File: src/rtl/ccr_unit_pkg.sv
// Shared definitions for the condition-code register: flag update modes,
// 68k condition codes and CCR bit positions.
package ccr_unit_pkg;

   typedef enum logic [1:0] {
      MODE_ARITH  = 2'b00,
      MODE_LOGIC  = 2'b01,
      MODE_EXTEND = 2'b10,
      MODE_CMP    = 2'b11
   } flag_mode_e;

   typedef enum logic [3:0] {
      COND_T  = 4'd0,
      COND_F  = 4'd1,
      COND_HI = 4'd2,
      COND_LS = 4'd3,
      COND_CC = 4'd4,
      COND_CS = 4'd5,
      COND_NE = 4'd6,
      COND_EQ = 4'd7,
      COND_VC = 4'd8,
      COND_VS = 4'd9,
      COND_PL = 4'd10,
      COND_MI = 4'd11,
      COND_GE = 4'd12,
      COND_LT = 4'd13,
      COND_GT = 4'd14,
      COND_LE = 4'd15
   } cond_e;

   localparam int unsigned CCR_X = 4;
   localparam int unsigned CCR_N = 3;
   localparam int unsigned CCR_Z = 2;
   localparam int unsigned CCR_V = 1;
   localparam int unsigned CCR_C = 0;

   // Next CCR value for an ALU-driven update; EXTEND keeps Z sticky so
   // multi-precision ADDX/SUBX chains report zero only if every word was zero.
   function automatic logic [4:0] ccr_update(input logic [4:0]  ccr_old,
                                             input flag_mode_e  mode,
                                             input logic        c,
                                             input logic        z,
                                             input logic        v,
                                             input logic        n);
      logic [4:0] r;
      r = ccr_old;
      case (mode)
         MODE_ARITH: begin
            r[CCR_X] = c;
            r[CCR_N] = n;
            r[CCR_Z] = z;
            r[CCR_V] = v;
            r[CCR_C] = c;
         end
         MODE_LOGIC: begin
            r[CCR_N] = n;
            r[CCR_Z] = z;
            r[CCR_V] = 1'b0;
            r[CCR_C] = 1'b0;
         end
         MODE_EXTEND: begin
            r[CCR_X] = c;
            r[CCR_N] = n;
            r[CCR_Z] = ccr_old[CCR_Z] & z;
            r[CCR_V] = v;
            r[CCR_C] = c;
         end
         MODE_CMP: begin
            r[CCR_N] = n;
            r[CCR_Z] = z;
            r[CCR_V] = v;
            r[CCR_C] = c;
         end
         default: r = ccr_old;
      endcase
      return r;
   endfunction

endpackage

File: src/rtl/ccr_unit_cond_eval.sv
// Combinational 68k condition evaluator; shared by Bcc/DBcc here and by the
// Scc/TRAPcc decode elsewhere.
module cond_eval
   import ccr_unit_pkg::*;
(
   input  logic [3:0] cond_i,
   input  logic [4:0] ccr_i,
   output logic       result_o
);

   logic n, z, v, c;
   logic unused_x;

   assign n        = ccr_i[CCR_N];
   assign z        = ccr_i[CCR_Z];
   assign v        = ccr_i[CCR_V];
   assign c        = ccr_i[CCR_C];
   assign unused_x = ccr_i[CCR_X];

   always_comb begin
      result_o = 1'b0;
      case (cond_e'(cond_i))
         COND_T:  result_o = 1'b1;
         COND_F:  result_o = 1'b0;
         COND_HI: result_o = ~c & ~z;
         COND_LS: result_o = c | z;
         COND_CC: result_o = ~c;
         COND_CS: result_o = c;
         COND_NE: result_o = ~z;
         COND_EQ: result_o = z;
         COND_VC: result_o = ~v;
         COND_VS: result_o = v;
         COND_PL: result_o = ~n;
         COND_MI: result_o = n;
         COND_GE: result_o = n ~^ v;
         COND_LT: result_o = n ^ v;
         COND_GT: result_o = ~z & (n ~^ v);
         COND_LE: result_o = z | (n ^ v);
         default: result_o = 1'b0;
      endcase
   end

endmodule

File: src/rtl/ccr_unit.sv
// Condition-code register with ALU flag capture, X carry-in feedback and a
// registered Bcc/DBcc branch decision.
module ccr_unit
   import ccr_unit_pkg::*;
#(
   parameter int unsigned CNT_BITS = 16
) (
   input  logic                clk,
   input  logic                reset_n,
   input  logic                alu_C,
   input  logic                alu_Z,
   input  logic                alu_V,
   input  logic                alu_N,
   input  logic                flag_we,
   input  logic [1:0]          flag_mode,
   input  logic                ccr_we,
   input  logic [4:0]          ccr_din,
   input  logic                cond_valid,
   input  logic [3:0]          cond,
   input  logic                dbcc,
   input  logic [CNT_BITS-1:0] cnt_in,
   output logic                X,
   output logic [4:0]          ccr,
   output logic                res_valid,
   output logic                cond_true,
   output logic                taken,
   output logic [CNT_BITS-1:0] cnt_out
);

   logic [4:0]          ccr_q, ccr_d;
   logic                res_valid_q;
   logic                cond_true_q, cond_true_d;
   logic                taken_q, taken_d;
   logic [CNT_BITS-1:0] cnt_q, cnt_d;

   logic                eval;
   logic [CNT_BITS-1:0] cnt_dec;

   // Evaluation reads ccr_q, so a same-cycle flag update is not visible.
   cond_eval u_cond_eval (
      .cond_i   (cond),
      .ccr_i    (ccr_q),
      .result_o (eval)
   );

   always_comb begin
      ccr_d = ccr_q;
      if (ccr_we) begin
         ccr_d = ccr_din;
      end else if (flag_we) begin
         ccr_d = ccr_update(ccr_q, flag_mode_e'(flag_mode),
                            alu_C, alu_Z, alu_V, alu_N);
      end
   end

   assign cnt_dec = cnt_in - CNT_BITS'(1);

   always_comb begin
      cond_true_d = eval;
      taken_d     = eval;
      cnt_d       = cnt_in;
      if (dbcc && !eval) begin
         cnt_d   = cnt_dec;
         taken_d = (cnt_dec != '1);
      end else if (dbcc) begin
         taken_d = 1'b0;
      end
   end

   always_ff @(posedge clk or negedge reset_n) begin
      if (!reset_n) begin
         ccr_q <= '0;
      end else begin
         ccr_q <= ccr_d;
      end
   end

   always_ff @(posedge clk or negedge reset_n) begin
      if (!reset_n) begin
         res_valid_q <= 1'b0;
         cond_true_q <= 1'b0;
         taken_q     <= 1'b0;
         cnt_q       <= '0;
      end else begin
         res_valid_q <= cond_valid;
         if (cond_valid) begin
            cond_true_q <= cond_true_d;
            taken_q     <= taken_d;
            cnt_q       <= cnt_d;
         end
      end
   end

   assign ccr       = ccr_q;
   assign X         = ccr_q[CCR_X];
   assign res_valid = res_valid_q;
   assign cond_true = cond_true_q;
   assign taken     = taken_q;
   assign cnt_out   = cnt_q;

endmodule

File: config.mk
export PLATFORM = sky130hd
export DESIGN_NAME = ccr_unit
export DESIGN_NICKNAME = d
export VERILOG_FILES = /design/src/rtl/ccr_unit_pkg.sv /design/src/rtl/ccr_unit_cond_eval.sv /design/src/rtl/ccr_unit.sv
export SDC_FILE = /design/constraint.sdc
export NUM_CORES = 1
export LEC_CHECK = 0
export CAP_MARGIN = 20
export CORE_MARGIN = 2
export CORE_UTILIZATION = 45
export CTS_CLUSTER_DIAMETER = 50
export DETAILED_ROUTE_END_ITERATION = 16
export PLACE_DENSITY = 0.76
export REMOVE_ABC_BUFFERS = 1
export SYNTH_ARGS = -nofsm -noshare
export SYNTH_HDL_FRONTEND = slang
export SYNTH_HIERARCHICAL = 1
export SYNTH_SLANG_ARGS = --single-unit
File: constraint.sdc
create_clock -name clk -period 3.4 [get_ports clk]
set_clock_uncertainty 0.05 [all_clocks]
set_input_delay 0.85 -clock clk [delete_from_list [all_inputs] [get_ports clk]]
set_output_delay 0.85 -clock clk [all_outputs]
set_load 0.02 [all_outputs]
Word-level counts from Yosys, hierarchy flattened
Index checks and enable logic that the tools add are counted.
- register bits after elaboration: 24
- input port bits: 37
- output and inout port bits: 25
- logic and storage cells: 54
- add/subtract/negate cells: 1
- eq/ne operators: 19
- muxes and demuxes: 8
- bitwise gates (word level): 11
- reduce and logical (&&, ||, !) cells: 9
- operators with widths (kind ; number):
    equality test 4 bit, second input constant ; 8
    equality test 4 x 3 -> 1 bit, second input constant ; 4
    two-way mux 16 bit ; 1
    != test 16 bit, second input constant ; 1
    one-hot mux 1 bit (16 select lines) ; 1
    subtractor 16 x 1 -> 16 bit, second input constant ; 1
    one-hot mux 4 bit (3 select lines) ; 1
    two-way mux 5 bit ; 2
    equality test 4 x 2 -> 1 bit, second input constant ; 2
    equality test 2 bit, second input constant ; 2
    equality test 4 x 1 -> 1 bit, second input constant ; 1
    logical NOT 4 bit ; 1
    NOT 1 bit ; 4
    nonzero test 2 bit ; 2
    OR reduction 2 bit ; 2
    AND 1 bit ; 3
    two-way mux 1 bit ; 3
    equality test 2 x 1 -> 1 bit, second input constant ; 1
    logical NOT 2 bit ; 1
    bitwise OR 1 bit ; 2
    AND reduction 2 bit ; 1
    logical AND 1 bit ; 1
    logical NOT 1 bit ; 1
    bitwise XNOR 1 bit ; 1
    XOR 1 bit ; 1

Longest topological paths before layout
- word-level depth: 6
- depth in mapped cells: 11
- gate-level depth less buffers: 9

By module
Netlist, hierarchy kept.
- by module, submodules not included (module ; times used ; cells each ; area each (sq um) ; seq. area each (sq um)):
    ccr_unit ; 1 ; 171 ; 1550.2 ; 600.6
    cond_eval ; 1 ; 26 ; 195.2 ; 0.0

Worst setup path after synthesis
No wires, ideal clock.
- path kind: input-to-reg
- start: input port cond[0]
- end: register cnt_q[9] (netlist: cnt_out[9])
- library setup time: 0.077 ns
- arrival time: 2.888 ns
- data required time: 3.273 ns
- path slack: 0.385 ns
- stages on the path: 11
- buffers on the path: 2
- cells stage by stage: buf_6 -> xnor3_1 -> a221o_1 -> a21oi_1 -> o22ai_1 -> nor2b_1 -> buf_2 -> nand3_2 -> or4_1 -> xor2_1 -> a21oi_1
- cells in the longest elaborated chain, start to end: 5
- elaborated cells on any way between the ends: 20
- those cells by class: eq/ne (15); mux (2); reduce/logical (3)
- RTL lines (item ; line ; source):
    start, declared ; ccr_unit.sv:19 ; input logic [3:0] cond,
    equality test 4 bit, or another cell as far along ; ccr_unit_cond_eval.sv:22 ; case (cond_e'(cond_i))
    one-hot mux 1 bit (16 select lines) (*) ; ccr_unit_cond_eval.sv:22 ;
    via cond_true_d ; ccr_unit.sv:32 ; logic cond_true_q, cond_true_d;
    logical NOT 1 bit (*) ; ccr_unit.sv:62 ; if (dbcc && !eval) begin
    logical AND 1 bit (*) ; ccr_unit.sv:62 ;
    two-way mux 16 bit (*) ; ccr_unit.sv:62 ;
    end signal, assigned ; ccr_unit.sv:89 ; cnt_q <= cnt_d;
    end, declared ; ccr_unit.sv:34 ; logic [CNT_BITS-1:0] cnt_q, cnt_d;
Mark *: on every way through the listed nets, which the timed path passes. The rest lies on a longest branch.
A chain may end at the register's enable or synchronous reset.

Worst setup path after layout
Same ends and word-level chain as after synthesis.

==> out/metrics.cfg <==
[outcome]
outcome=finished clean

[sta]
fin_ws_ns=0.2214
period_minus_slack_ns=3.179
slew_headroom_pct=67.86
period_share_pct=93.49
setup_violations=0
finalHoldViolations=0
clock.fmax_mhz=314.6
drv_slew=0
rsz0062_at_grt=false
whs_ns=0.4692
max_slew.worst_pin.slew_ns=0.4800

[placed_design]
dp.final_hpwl_um=3108
port_buffers=61
globalplace.congestion=0.8296
placed_cell_area_um2=2420
post-place-ws_ns=-0.06173

[power]
power_frac_seq_pct=38.4
p_sw_share_pct=29.29
clkPwrFrac_pct=28.4
power_mw=0.8769
leakagePower_nw=0.9917
comb_power_share_pct=33.2
vdd_drop_max_v=0.0002550
power.density_nw_per_um2=352.0
net-switching-power_mw=0.2568
intPower_mw=0.6201

[die]
io_pins=62
core_um2=3689
dieArea_um2=4393
start_util_pct=47.32
fp.dieH_um=66.28
die_x_um=66.28
num_rows=22

[global_route]
antenna_found_initial=0
grt_overflow=0
grt_start_max_net_pins=37
grt_pass1_wl_um=6775
grt_pass1_vias=1491
track_usage_pct=19.97

[critical_path]
ff2ff_path_depth=9
crit_path_end_kind=flop
critPathKind=input port to flop
critical_path.startpoint=cond[0]
cp.required_ns=3.55
regToRegSetupSlack_ns=0.86
crit_fanout=7
r2r_end=cnt_out[9]$_DFFE_PN0P_
endpoint=cnt_out[9]$_DFFE_PN0P_
crit_path_start_kind=input port
arrival_ns=3.33
r2r_start=ccr[1]$_DFFE_PN0P_

[finish]
fin_nets=301
syn_to_final_growth_pct=42.72
n_fill_cell=331
final_cell_mix=61 x clkdlybuf4s50_1, 24 x dfrtp_1, 23 x nor2_1, 21 x a21oi_1, 17 x nand2_1
multiInputGateArea_um2=1055
design_area_um2=2491
layout_commonest_cell=clkdlybuf4s50_1
drive_above_1_share_pct=11.20
regArea_um2=600.6
antenna_cells=0

[clocking]
root_buffer=clkbuf_8
h-tree-depth=1
cts_tree=yes
cts_setup_buffers=0
cts_sinks=24
cts_made_buffers=3
clockBufferDepth=2
ctsResizeCount=0
cts_hold_buf=0
clk_latency_ns=0.27
clk_pin_slew_ns=0.08

[detailed_routing]
first_pass_iters=4
route.antenna.remaining_nets=0
drcViolationCount=0
drt_iter0_markers=87
wire_per_inst_um=13.22
routed.top_layer=met4
routed-wl-met3_um=186
drt-total-wl_um=4059
wl_met2_um=1958
vias=1593
via_per_inst=5.189
wl_met1_um=1864

[logic_synthesis]
ys_ff_latch=24
syn_area_um2=1745
ys_warn_count=6
synth_top_area_share_pct=34.41
yosysSeqAreaShare_pct=34.41
yosys.area.top_type=dfrtp_1
synth_cells=197
syn_avg_cell_area_um2=8.860
synth_area_leaders=dfrtp_1 34%, a21oi_1 6.0%, xor2_1 5.0%
synth_cell_types=48

[min_path]
min_path_type=flop to flop

[flow_run]
maxCapViolations=0

==> synth_stat cells, drive strengths merged <==
library cell and instances:
dfrtp 24, nor2 23, a21oi 21, nand2 17, xor2 10, inv 9, xnor2 8, o21ai 7
a31oi 6, buf 6, nor3 6, clkbuf 5, nor2b 5, a211oi 4, ha 4, mux2i 4
nand3 4, nor3b 4, mux2 3, nand2b 3, nand4 3, nor4 3, or2 2, a221o 1
a221oi 1, a22o 1, a2bb2oi 1, a41o 1, a41oi 1, nand3b 1, nand4b 1, nor4b 1
o21a 1, o221ai 1, o22ai 1, o31ai 1, or3 1, or4 1, xnor3 1
==> worst max-delay path, cell delays in order <==
cell and delay, ns:
clkdlybuf4s50_1 0.48, buf_4 0.16, xor2_1 0.18, mux2i_1 0.12, a221oi_1 0.33, o22ai_1 0.18, nor2b_1 0.20, nand3_2 0.10
or4_1 0.44, xor2_1 0.16, a21oi_1 0.14
==> kinds of logic after synthesis <==
kind of cell	Yosys count	synth area share [%]
simple gates	75	26.24
mux	7	4.229
flops	24	34.41
xor+xnor	19	10.32
fa+ha+maj	4	2.867
buf+inv	20	5.161
compound gates	48	16.78
==> power groups by stage <==
stage | Combinational [mW] | Sequential, mW | Clock (mW)
floorplan | 0.0908 | 0.379 | 0
global placement | 0.288 | 0.342 | 0
detailed placement | 0.292 | 0.342 | 0
CTS | 0.293 | 0.337 | 0.258
global route | 0.315 | 0.341 | 0.265
finish | 0.291 | 0.337 | 0.249
==> state kept, by name, indices dropped and copies added (netlist names) <==
register and flops:
cnt_out 16, ccr 5, cond_true 1, res_valid 1
taken 1
==> layer usage <==
metal  vias up  GRT usage [%]
li1        818              -
met2        43          34.50
met4         0          4.592
met3         6          3.748
met1       726          25.72
met5         -              0
==> worst min path at each step <==
| stage | startpoint | endpoint | slack (ns) | depth (start not counted) |
|---|---|---|---|---|
| 3_5_place_dp | cnt_out[2]$_DFFE_PN0P_ | cnt_out[2]$_DFFE_PN0P_ | 0.46 | 2 |
| 3_3_place_gp | cond_true$_DFFE_PN0P_ | cond_true$_DFFE_PN0P_ | 0.44 | 1 |
| 5_1_grt | cond_true$_DFFE_PN0P_ | cond_true$_DFFE_PN0P_ | 0.49 | 1 |
| 6_report | cond_true$_DFFE_PN0P_ | cond_true$_DFFE_PN0P_ | 0.47 | 1 |
| 2_1_floorplan | reset_n | ccr[0]$_DFFE_PN0P_ | 0.50 | 0 |
| 4_1_cts | cond_true$_DFFE_PN0P_ | cond_true$_DFFE_PN0P_ | 0.48 | 1 |
==> final cells by class <==
class | count | share of cell area [%]
Multi-Input combinational cell | 153 | 42.34
Tap cell | 48 | 2.411
Inverter | 9 | 1.356
Clock buffer | 3 | 1.657
Clock inverter | 1 | 1.205
Sequential cell | 24 | 24.11
Timing Repair Buffer | 69 | 26.92
==> through the flow <==
step	util [%]	cells	setup TNS [ns]
after floorplan	-	186	0
after global placement	65.60	303	0
after detailed placement	65.60	303	-0.1709
after CTS	67.54	307	0
after global routing	67.54	307	0
final	67.54	307	0
Note: power is estimated with default switching activity, not from simulation.
==> patch 1 (config.mk and constraints unchanged) <==
Put one more register stage on the output `cnt_out`, with the module's reset. The value now appears one clock later. The other outputs are not delayed to match.
--- a/src/rtl/ccr_unit.sv
+++ b/src/rtl/ccr_unit.sv
@@ -96,7 +96,13 @@
    assign res_valid = res_valid_q;
    assign cond_true = cond_true_q;
    assign taken     = taken_q;
-   assign cnt_out   = cnt_q;
+   always_ff @(posedge clk or negedge reset_n) begin
+      if (!reset_n) begin
+         cnt_out <= '0;
+      end else begin
+         cnt_out <= cnt_q;
+      end
+   end
 
 endmodule
 
Behaviour: not the same (Yosys sat finds a counterexample within 4 cycles, from zero or initial values and one cycle with reset_n low).
==> patch 1 against the original RTL <==
  * Synthesized area rose by 21%
  * Power rose by 32%
  * Cell area rose by 17%
  * Critical path depth rose by 1
  * Sequential cell count rose by 16
  * Count of clock-buffer cells in the layout rose by 2
  * Non-clock buffer count rose by 2
  * Setup slack got worse by 55 ps
  * Via count rose by 11%
  * Routed wire length rose by 12%
  * Critical path type unchanged
  * Critical endpoint is now cnt_q[9]
==> patch 1: results (changes against the original RTL) <==
Outcome
The flow ran to the end, and the final reports show no timing, DRC or antenna violations.

Placement
The placed wire-length estimate is 3290 µm (+5.7%). The final weighted congestion of routability-driven global placement came to 0.804 (-3.1%). The worst setup slack after placement is -139 ps (-77.0 ps).

Synthesis
By area the synthesized netlist is led by dfrtp_1 (47%), a21oi_1 (5.2%), xnor2_1 (4.6%). The count of cell types in the netlist is 39 (-19%). The sequential element share of the synthesized area came to 47.4% (+13 points).

The commonest cells after synthesis are dfrtp_1 (40), nor2_1 (24), a21oi_1 (22).

Timing
The worst hold slack came to 331 ps (-139 ps). The worst slew margin relative to its limit is 42.4% (-25 points).

Pwr
The leakage dissipation was 1.16 nW (+16%). The worst-case vdd ir drop was 307 µV (+20%).

Cells and area
The fraction of layout instances using a drive strength above 1 is 11.0% (-0.20 points). The number of nets at the end of the flow was 322 (+7.0%).

Worst setup path
The data arrival time of the worst path is 3350 ps (+20 ps). The endpoint of the most critical register-to-register path is cnt_q[9]. The setup slack on the worst flop-to-flop path was 760 ps (-100 ps). The maximum fanout count along the critical path is 5 (-2).

Clocking
The latest clock arrival within the worst-skew pair is 300 ps (+30 ps). The CTS buffer count is 5 (+2). The H-tree depth is 2 (+1).

Route
The routed via count divided by cell count is 5.30 (+2.1%). The routed wire length was 4570 µm (+12%). The number of detailed-routing iterations run before antenna repair is 4 (unchanged). The number of DRC violations after detailed-routing iteration 0 was 117 (+34%).

GRT
The largest net degree at the start of global routing came to 41 (+11%). The number of global-route vias before repair came to 1699 (+14%). The global-route wire length before repair was 7580 µm (+12%). The aggregate global-route resource usage is 18.0% (-2.0 points).

Min path
For hold timing, the worst endpoint is cnt_out[4]. The cell count of the worst hold path is 0 (-1).
-- patch 1: worst max-delay path by stage --
stage	from	end	slack, ps
3_3_place_gp	cond[0]	cnt_q[9]	-100
6_report	cond[0]	cnt_q[9]	170
4_1_cts	cond[0]	cnt_q[9]	160
5_1_grt	cond[0]	cnt_q[9]	8
3_5_place_dp	cond[0]	cnt_q[9]	-140
2_1_floorplan	cond[0]	cnt_q[9]	500
-- patch 1: routing by layer --
layer	vias up	GRT usage (%)	wire length, µm
li1	879	-	-
met1	824	24.5	2070
met2	62	29.2	2070
met3	5	4.72	378
met4	0	3.70	44
met5	-	0	0
-- patch 1: worst max-delay path, cell delays in order --
cell	delay, ps
clkdlybuf4s50_1	420
buf_4	170
buf_4	140
nand3b_1	70
o21ai_0	110
a211oi_1	400
o22ai_2	160
nand2b_1	240
nor4_4	380
nor2b_2	210
xnor2_1	120
a21oi_1	80
-- patch 1: metrics by stage --
stage | cell area, µm² | instances
detailed placement | 2790 | 326
global placement | 2790 | 326
floorplan | 2050 | 203
finish | 2910 | 334
CTS | 2880 | 334
global route | 2910 | 334
-- patch 1: what timing repair did --
action	CTS	global route
endpoints found under the setup margin	0	4
endpoints found under the hold margin	0	0
gates resized for setup	0	4
setup buffers	0	0
-- patch 1: cell families after synthesis --
family	after synthesis	synth area share, %
simple gates	79	19.8
mux	8	4.03
flops	40	47.4
compound gates	43	12.3
fa+ha+maj	4	2.37
xor+xnor	22	9.77
buf+inv	19	4.27
-- patch 1: power breakdown --
group          switching, mW  internal (mW)  total, mW
logic                  0.144          0.150      0.294
registers             0.0270          0.523      0.550
clock network          0.168          0.143      0.311
-- patch 1: cell type report --
cell class	count	area, µm²
multi-input combinational	156	1040
tap	52	65.1
clock buffer	5	68.8
sequential	40	1000
inverter	7	26.3
clock inverter	3	18.8
fill	381	1540
timing repair buffer	71	681
==> patch 2 (same flow settings) <==
Without the edit above. Change the parameter `CNT_BITS` from 16 to 32.
--- a/src/rtl/ccr_unit.sv
+++ b/src/rtl/ccr_unit.sv
@@ -3,7 +3,7 @@
 module ccr_unit
    import ccr_unit_pkg::*;
 #(
-   parameter int unsigned CNT_BITS = 16
+   parameter int unsigned CNT_BITS = 32
 ) (
    input  logic                clk,
    input  logic                reset_n,
Ports: changed (resized cnt_in and cnt_out); port bits go from 62 to 94. No check against the original RTL was run, so the function may have changed too.
==> patch 2 against the original RTL <==
  * Utilization increased by 1.2 points
  * Power increased by 52%
  * Routed wire length increased by 100%
  * Sequential share of layout area decreased by 1.2 points
  * Sequential cell count increased by 16
  * Cell area increased by 75%
  * Die area increased by 64%
  * Maximum frequency decreased by 2.0%
  * Setup slack got worse by 65 ps
  * Synthesized area increased by 68%
  * Critical endpoint is now taken
  * Largest cell class unchanged
==> patch 2: results (changes against the original RTL) <==
Cells and area
The fraction of layout instances using a drive strength above 1 is 17.6% (+6.4 points). The diode insertion count for antenna repair was 0 (unchanged). The number of nets at the end of the flow is 535 (+78%).

The number of flip-flops in the largest register was 32 (+16). The number of fill cells is 518 (+56%).

Clocking
The H-tree depth is 2 (+1). The buffers inserted during post-CTS setup optimization was 0 (unchanged). The CTS buffer count was 5 (+2). The maximum buffer depth of the clock tree is 2 (unchanged).

The latest clock arrival within the worst-skew pair is approximately 280 ps. CTS placed an instance of clkbuf_8 at the clock tree root. The post-CTS clock slew at the launch and capture registers of the worst setup and hold paths is 80 ps (about the same).

Synthesis
Ranked by instance count, the synthesized netlist is headed by nor2_1 (53), dfrtp_1 (40), a21oi_1 (37). The sequential element share of the synthesized area was 34.1% (-0.34 points). The number of flops mapped to enable cells by yosys was 0 (unchanged). The count of cell types in the netlist is 54 (+13%). The async set or reset register ratio after synthesis came to 100% (unchanged). By area the synthesized netlist is led by dfrtp_1 (34%), xnor2_1 (9.5%), nor2_1 (6.8%).

GRT
The number of antenna violations at the first check in global routing came to 0 (unchanged). The aggregate global-route resource usage is 22.9% (+2.9 points). The number of global-route vias before repair is 2949 (+98%).

The remaining global-route overflow is 0 (unchanged). The global-route wire length before repair is 13700 µm (+100%). The largest net degree at the start of global routing is 69 (+86%).

Job
The number of max-cap violations came to 0 (unchanged).

Outcome
The flow ran to the end, and the final reports show no timing, DRC or antenna violations.

Route
The routed wire length came to 8140 µm (+100%). The number of detailed-routing iterations run before antenna repair is 4 (unchanged). The number of DRC violations after detailed-routing iteration 0 is 146 (+68%). The routed via count divided by cell count is 5.46 (+5.2%).

Worst setup path
The slowest stage of the critical path is the or4b_1 cell. On the worst path, the slowest cell contributes a delay of 490 ps. The maximum fanout count along the critical path is 4 (-3). The data arrival time of the worst path is 3350 ps (+20 ps). The cell class contributing the biggest share of worst-path delay is simple AND/OR/NAND/NOR gates.

Placement
The final weighted congestion of routability-driven global placement is 0.872 (+5.1%). The quantity of I/O buffers inserted on ports is 93 (+52%). The placed wire-length estimate was 6240 µm (+100%).

The cell area after placement is 4210 µm² (+74%).

Pwr
The worst-case vdd ir drop was 214 µV (-16%). The leakage dissipation came to 1.67 nW (+68%).

Timing
The number of failing setup endpoints in the final timing report is 0 (unchanged). The measured slew at the worst slew-check pin is 909 ps (+429 ps).
patch 2: changes by cell type after synthesis, sizes merged, moves of 4 or more:
cell,delta
nor3,+8
a21oi,+16
nor4,+14
xnor2,+24
dfrtp,+16
nor3b,-4
o211ai,+4
clkbuf,+16
nor2,+31
o2111ai,+5
or3,+7
nand2,+7
a31oi,-4
patch 2: worst paths after layout:
| kind | cells after the start | slack, ps | endpoint | from |
|---|---|---|---|---|
| worst min-delay path | 1 | 470 | cond_true | cond_true |
| min in group asynchronous | 1 | 640 | cnt_out[18] | reset_n |
| worst max-delay path | 10 | 160 | taken | cnt_in[0] |
| max in group asynchronous | 1 | 2090 | cnt_out[13] | reset_n |
| worst max register to register | 11 | 600 | taken | ccr[1] |
| worst min register to register | 1 | 470 | cond_true | cond_true |
patch 2: worst reg2reg max path: stages, from the launching register on:
cell	delay (ps)
dfrtp_1	510
xnor3_1	360
a221o_1	310
a21oi_2	120
o22ai_2	110
nand2b_1	120
nand3_1	90
a211o_1	260
nor4_2	250
o2111ai_1	130
nor4_1	260
a21oi_1	100
patch 2: logic make-up (layout without fill, tap and decap cells):
family / Yosys count / in the layout / synth area share (%)
buffers and inverters: 37 / 163 / 5.92
multiplexers: 7 / 7 / 2.51
AND/OR/NAND/NOR: 142 / 142 / 25.0
AO/OA/AOI/OAI: 76 / 76 / 16.6
flip-flops: 40 / 40 / 34.1
adder cells (fa/ha/maj): 4 / 4 / 1.70
XOR/XNOR: 46 / 46 / 14.2
patch 2: what timing repair did:
action / in CTS / in global routing
resized for setup: 3 / 11
setup endpoints to repair: 2 / 9
pin swaps: 1 / 4
endpoints found under the hold margin: 0 / 0
patch 2: report_power, final:
part	leakage, nW	switching (mW)	internal [mW]	total [mW]
clock	0.0410	0.165	0.140	0.305
sequential	0.452	0.0335	0.522	0.556
combinational	1.18	0.234	0.241	0.475
patch 2: routing by layer:
metal	global-route usage, %	part of all wire [%]	vias up	wire, µm
li1	-	-	1499	-
met1	29.5	43	1424	3490
met5	0	0	-	0
met2	40.4	50	98	4070
met4	4.62	1.3	0	106
met3	4.03	5.8	10	474
patch 2: final cells by class:
type                       count  area, µm²  area share (%)
clock inverter                 1       5.00           0.115
sequential                    40       1000            22.9
tap                           77       96.3            2.21
timing repair buffer         145       1320            30.2
multi-input combinational    275       1830            42.0
inverter                      11       41.3           0.946
clock buffer                   6       72.6            1.66
patch 2: per-stage QoR:
step | std cells | setup WS (ps)
floorplan | 326 | 194
global placement | 548 | -222
detailed placement | 548 | -332
CTS | 555 | 35.9
global route | 555 | 19.2
finish | 555 | 157
